<file path="config.mk">
export PLATFORM = sky130hd
export DESIGN_NAME = alu_control
export DESIGN_NICKNAME = d
export VERILOG_FILES = /design/src/rtl/alu_pkg.sv /design/src/rtl/alu_op_decode.sv /design/src/rtl/alu_control.sv
export SDC_FILE = /design/constraint.sdc
export NUM_CORES = 1
export LEC_CHECK = 0
export ABC_AREA = 1
export CAP_MARGIN = 20
export CORE_AREA = 2 2 39 41
export CTS_CLUSTER_DIAMETER = 120
export DETAILED_ROUTE_END_ITERATION = 10
export DIE_AREA = 0 0 41 43
export SLEW_MARGIN = 20
export SYNTH_ARGS = -nofsm -noshare
export SYNTH_HDL_FRONTEND = slang
export SYNTH_HIERARCHICAL = 1
export SYNTH_SLANG_ARGS = --single-unit
</file>
<file path="constraint.sdc">
create_clock -name clk -period 1.2 [get_ports clk]
set_clock_uncertainty 0.2 [all_clocks]
set_input_delay 0.12 -clock clk [delete_from_list [all_inputs] [get_ports clk]]
set_output_delay 0.12 -clock clk [all_outputs]
set_load 0.05 [all_outputs]
</file>
<file path="src/rtl/alu_pkg.sv">
// Shared ALU definitions: instruction-type encodings, ALU operation codes
// and the decode result record used by the control path and datapath muxes.
package alu_pkg;

  typedef enum logic [1:0] {
    ITYPE_R = 2'b00,
    ITYPE_J = 2'b01,
    ITYPE_I = 2'b10,
    ITYPE_S = 2'b11
  } instr_type_e;

  // Codes 0110-1011 are reserved and never produced by the decoder.
  typedef enum logic [3:0] {
    ALU_NOP  = 4'b0000,
    ALU_AND  = 4'b0001,
    ALU_ADD  = 4'b0010,
    ALU_SUB  = 4'b0011,
    ALU_CMP  = 4'b0100,
    ALU_BEQ  = 4'b0101,
    ALU_SLL  = 4'b1100,
    ALU_SLR  = 4'b1101,
    ALU_SLLV = 4'b1110,
    ALU_SLRV = 4'b1111
  } alu_op_e;

  typedef struct packed {
    alu_op_e op;
    logic    illegal;
  } alu_decode_t;

  localparam alu_decode_t UNMAPPED = '{op: ALU_NOP, illegal: 1'b1};

  function automatic alu_decode_t mapped(input alu_op_e op);
    return '{op: op, illegal: 1'b0};
  endfunction

endpackage

</file>
<file path="src/rtl/alu_op_decode.sv">
// Pure combinational decode of {instruction type, opcode} into an ALU
// operation code plus an illegal flag for unmapped pairs.
module alu_op_decode
  import alu_pkg::*;
(
  input  logic [1:0] instr_type_i,
  input  logic [5:0] opcode_i,
  output logic [3:0] alu_ctrl_o,
  output logic       illegal_o
);

  alu_decode_t dec;

  // Full 6-bit opcode match per type; anything unmatched (including X/Z
  // inputs in 4-state simulation) falls through to the unmapped result.
  always_comb begin
    dec = UNMAPPED;
    case (instr_type_i)
      ITYPE_R: begin
        case (opcode_i)
          6'd0:    dec = mapped(ALU_AND);
          6'd1:    dec = mapped(ALU_ADD);
          6'd2:    dec = mapped(ALU_SUB);
          6'd3:    dec = mapped(ALU_CMP);
          default: dec = UNMAPPED;
        endcase
      end
      ITYPE_J: begin
        case (opcode_i)
          6'd0:    dec = mapped(ALU_NOP);  // J
          6'd1:    dec = mapped(ALU_NOP);  // JAL
          default: dec = UNMAPPED;
        endcase
      end
      ITYPE_I: begin
        case (opcode_i)
          6'd0:    dec = mapped(ALU_AND);  // ANDI
          6'd1:    dec = mapped(ALU_ADD);  // ADDI
          6'd2:    dec = mapped(ALU_ADD);  // LW address
          6'd3:    dec = mapped(ALU_ADD);  // SW address
          6'd4:    dec = mapped(ALU_BEQ);  // BEQ
          default: dec = UNMAPPED;
        endcase
      end
      ITYPE_S: begin
        case (opcode_i)
          6'd0:    dec = mapped(ALU_SLL);
          6'd1:    dec = mapped(ALU_SLR);
          6'd2:    dec = mapped(ALU_SLLV);
          6'd3:    dec = mapped(ALU_SLRV);
          default: dec = UNMAPPED;
        endcase
      end
      default: dec = UNMAPPED;
    endcase
  end

  assign alu_ctrl_o = dec.op;
  assign illegal_o  = dec.illegal;

endmodule

</file>
<file path="src/rtl/alu_control.sv">
// ALU control unit: registers the combinational opcode decode, giving a
// one-cycle latency from inputs to ALUControl/illegal.
module alu_control
  import alu_pkg::*;
(
  input  logic       clk,
  input  logic       rst,
  input  logic [5:0] opcode,
  input  logic [1:0] instructionType,
  output logic [3:0] ALUControl,
  output logic       illegal
);

  logic [3:0] alu_ctrl_d;
  logic [3:0] alu_ctrl_q;
  logic       illegal_d;
  logic       illegal_q;

  alu_op_decode u_decode (
    .instr_type_i (instructionType),
    .opcode_i     (opcode),
    .alu_ctrl_o   (alu_ctrl_d),
    .illegal_o    (illegal_d)
  );

  // Output register; reset forces NOP/legal immediately and drops any pending decode.
  always_ff @(posedge clk or posedge rst) begin
    if (rst) begin
      alu_ctrl_q <= ALU_NOP;
      illegal_q  <= 1'b0;
    end else begin
      alu_ctrl_q <= alu_ctrl_d;
      illegal_q  <= illegal_d;
    end
  end

  assign ALUControl = alu_ctrl_q;
  assign illegal    = illegal_q;

endmodule

</file>
==> impl_metrics.tcl <==
set metrics [dict create \
    syn_inst 46 \
    vias 324 \
    synthesis.area_per_instance_um2 7.07 \
    drc 0 \
    antennaDiodeCount 0 \
    p_per_area_nw_per_um2 798 \
    result_of_the_run "complete, no violations" \
    timing.critical_path.from_type "flip-flop" \
    cts_resized 0 \
    placedCellCount 78 \
    synth_sequential_area_ratio 0.385 \
    timing.critical_path.to_type "output pin" \
    post-dp-hpwl_um 511 \
    period_share 0.917 \
    design.die.area_um2 1760 \
    cts-root-buf "sky130_fd_sc_hd__clkbuf_4" \
    yosys_warnings 6 \
    grt-ovfl-total 0 \
    cap_violations 0 \
    cts-hold-fix-buffers 1 \
    required_ns 0.88 \
    timing_worst_slew_pin_value_ns 0.176 \
    placed_area_um2 551 \
    totalPowerFinal_w 0.000469 \
    worstPathCellList "buf_12" \
    initial_core_util 0.235 \
    achievable-frequency_mhz 909 \
    global_route_wire_length_before_repair_mm 1.06 \
    numClockSinks 5 \
    final_cell_count_no_fill 83 \
    cp.buffers_inverters 1 \
    place_ws_ns -0.127 \
    routabilityCongestion 0.852 \
    vdd_ir_drop_max_uv 232 \
    multi_input_area_um2 155 \
    design.core.area_um2 1380 \
    critPathTopFamily "flip-flops" \
    floorplan.io_pins 15 \
    postRouteWirelength_um 599 \
    post_cts_buffers 0 \
    path_class "flip-flop to output pin" \
    setup_viol_count_final 0 \
    largest_net_degree_at_the_start_of_global_routing 6 \
    fp.dieH_um 43 \
    netlist_area_um2 325 \
    wl_per_cell_um 7.22 \
    post_route_cells_drive_above_1_share 0.313 \
    timing.final.max_slew_violations 0 \
    critPathSlowestCell "sky130_fd_sc_hd__dfrtp_1" \
    crit_path_max_incr_delay_ns 0.39 \
    utilization 0.424 \
    antenna_violating_nets_post_route 0 \
    syn_to_final_growth_pct 80.4 \
    p_leak_nw 0.320 \
    globalRouteTotalUtil 0.0915 \
    vias_in_the_first_global_route 305 \
    path_clk_slew_ns 0.04 \
    syn_nets 56 \
    worstPathMaxFanout 1 \
    setup_ws_ns 0.0995 \
    final_period_minus_worst_setup_slack_ns 1.10 \
    critical_path_arrival_ns 0.78 \
    rsz0062_at_grt "false" \
    tritoncts "built" \
    finalHoldViolations 0 \
    design.final.nets 78 \
    floorplan.rows 14 \
    cts_buffers 3 \
    first_iter_violations 1 \
    grt_antenna_before_repair 0 \
    synth.distinct_cells 12 \
    portBuffers 14 \
    hold_class "input pin to flip-flop" \
    fill_cells 145 \
    h_tree_lvls 1 \
    vias_per_cell 3.90 \
    drt_pass1_iterations 2 \
    synth-seq-cells 5 \
    register_area_um2 125 \
    final_cell_area_um2 587 \
    slew_headroom 0.882 \
    clock_tree.buffer_depth 2 \
    die_w_um 41 \
]
cell families (layout without fill, tap and decap cells):
kind of cell | Yosys count | count (layout) | synth area share
simple gates | 27 | 27 | 0.446
compound gates | 2 | 2 | 0.0308
flops | 5 | 5 | 0.385
buf+inv | 12 | 33 | 0.138
cell usage after synthesis (all sizes together):
cell type / n / share of area
a21oi: 2 / 0.031
dfrtp: 5 / 0.38
nand2: 15 / 0.20
nand4: 1 / 0.019
nor2: 8 / 0.15
nand3: 3 / 0.077
inv: 12 / 0.14
worst paths after layout:
path	from	to	slack [ns]	cells past startpoint
max in group asynchronous	rst	ALUControl[3]	0.20	3
setup / recovery	ALUControl[0]	ALUControl[0]	0.1	1
hold / removal	opcode[1]	ALUControl[1]	0.36	3
min in group asynchronous	rst	ALUControl[0]	0.44	3
layout by cell type (no fill, tap or decap):
master / instances
sky130_fd_sc_hd__clkdlybuf4s50_1: 9
sky130_fd_sc_hd__nand2_2: 3
sky130_fd_sc_hd__buf_4: 2
sky130_fd_sc_hd__nand3_2: 2
sky130_fd_sc_hd__clkbuf_4: 3
sky130_fd_sc_hd__buf_12: 5
sky130_fd_sc_hd__clkbuf_1: 1
sky130_fd_sc_hd__inv_1: 10
sky130_fd_sc_hd__nor2_2: 2
sky130_fd_sc_hd__nor2_1: 4
sky130_fd_sc_hd__nand3_1: 1
sky130_fd_sc_hd__nand2_1: 12
sky130_fd_sc_hd__a21oi_1: 2
sky130_fd_sc_hd__dlygate4sd3_1: 1
sky130_fd_sc_hd__nor2_4: 2
sky130_fd_sc_hd__dfrtp_1: 5
sky130_fd_sc_hd__nand4_1: 1
sky130_fd_sc_hd__inv_2: 2
power by group:
group	leakage [nW]	total [W]	internal, W	switching [W]
Clock	0.0150	0.000188	0.000125	0.0000624
Sequential	0.0647	0.000175	0.000172	0.00000229
Combinational	0.241	0.000106	0.0000557	0.0000506
Total	0.320	0.000469	0.000353	0.000115
layer usage:
layer / share of wire / track usage / vias up
li1: - / - / 176
met2: 0.54 / 0.144 / 10
met5: 0 / 0 / -
met3: 0.075 / 0.0157 / 0
met4: 0 / 0.100 / 0
met1: 0.38 / 0.0874 / 138
registers in the layout, indices dropped and copies added (netlist names):
signal / cells
ALUControl: 4
illegal: 1
worst min-delay path: stages:
cell                              delay, ns
sky130_fd_sc_hd__clkdlybuf4s50_1       0.46
sky130_fd_sc_hd__nand2_1               0.10
sky130_fd_sc_hd__a21oi_1               0.07
layout make-up:
| cell class | count | area share |
|---|---|---|
| Inverter | 12 | 0.0768 |
| Clock buffer | 4 | 0.0448 |
| Multi-Input combinational cell | 29 | 0.264 |
| Sequential cell | 5 | 0.213 |
| Timing Repair Buffer | 17 | 0.367 |
| Tap cell | 16 | 0.0341 |
per-stage QoR:
stage / setup TNS (ns) / hold WS [ns]
CTS: 0 / 0.355
floorplan: 0 / -0.301
global route: 0 / 0.406
global placement: -0.508 / 0.132
finish: 0 / 0.362
detailed placement: -0.515 / 0.125
Power figures use the tool's default switching activity.
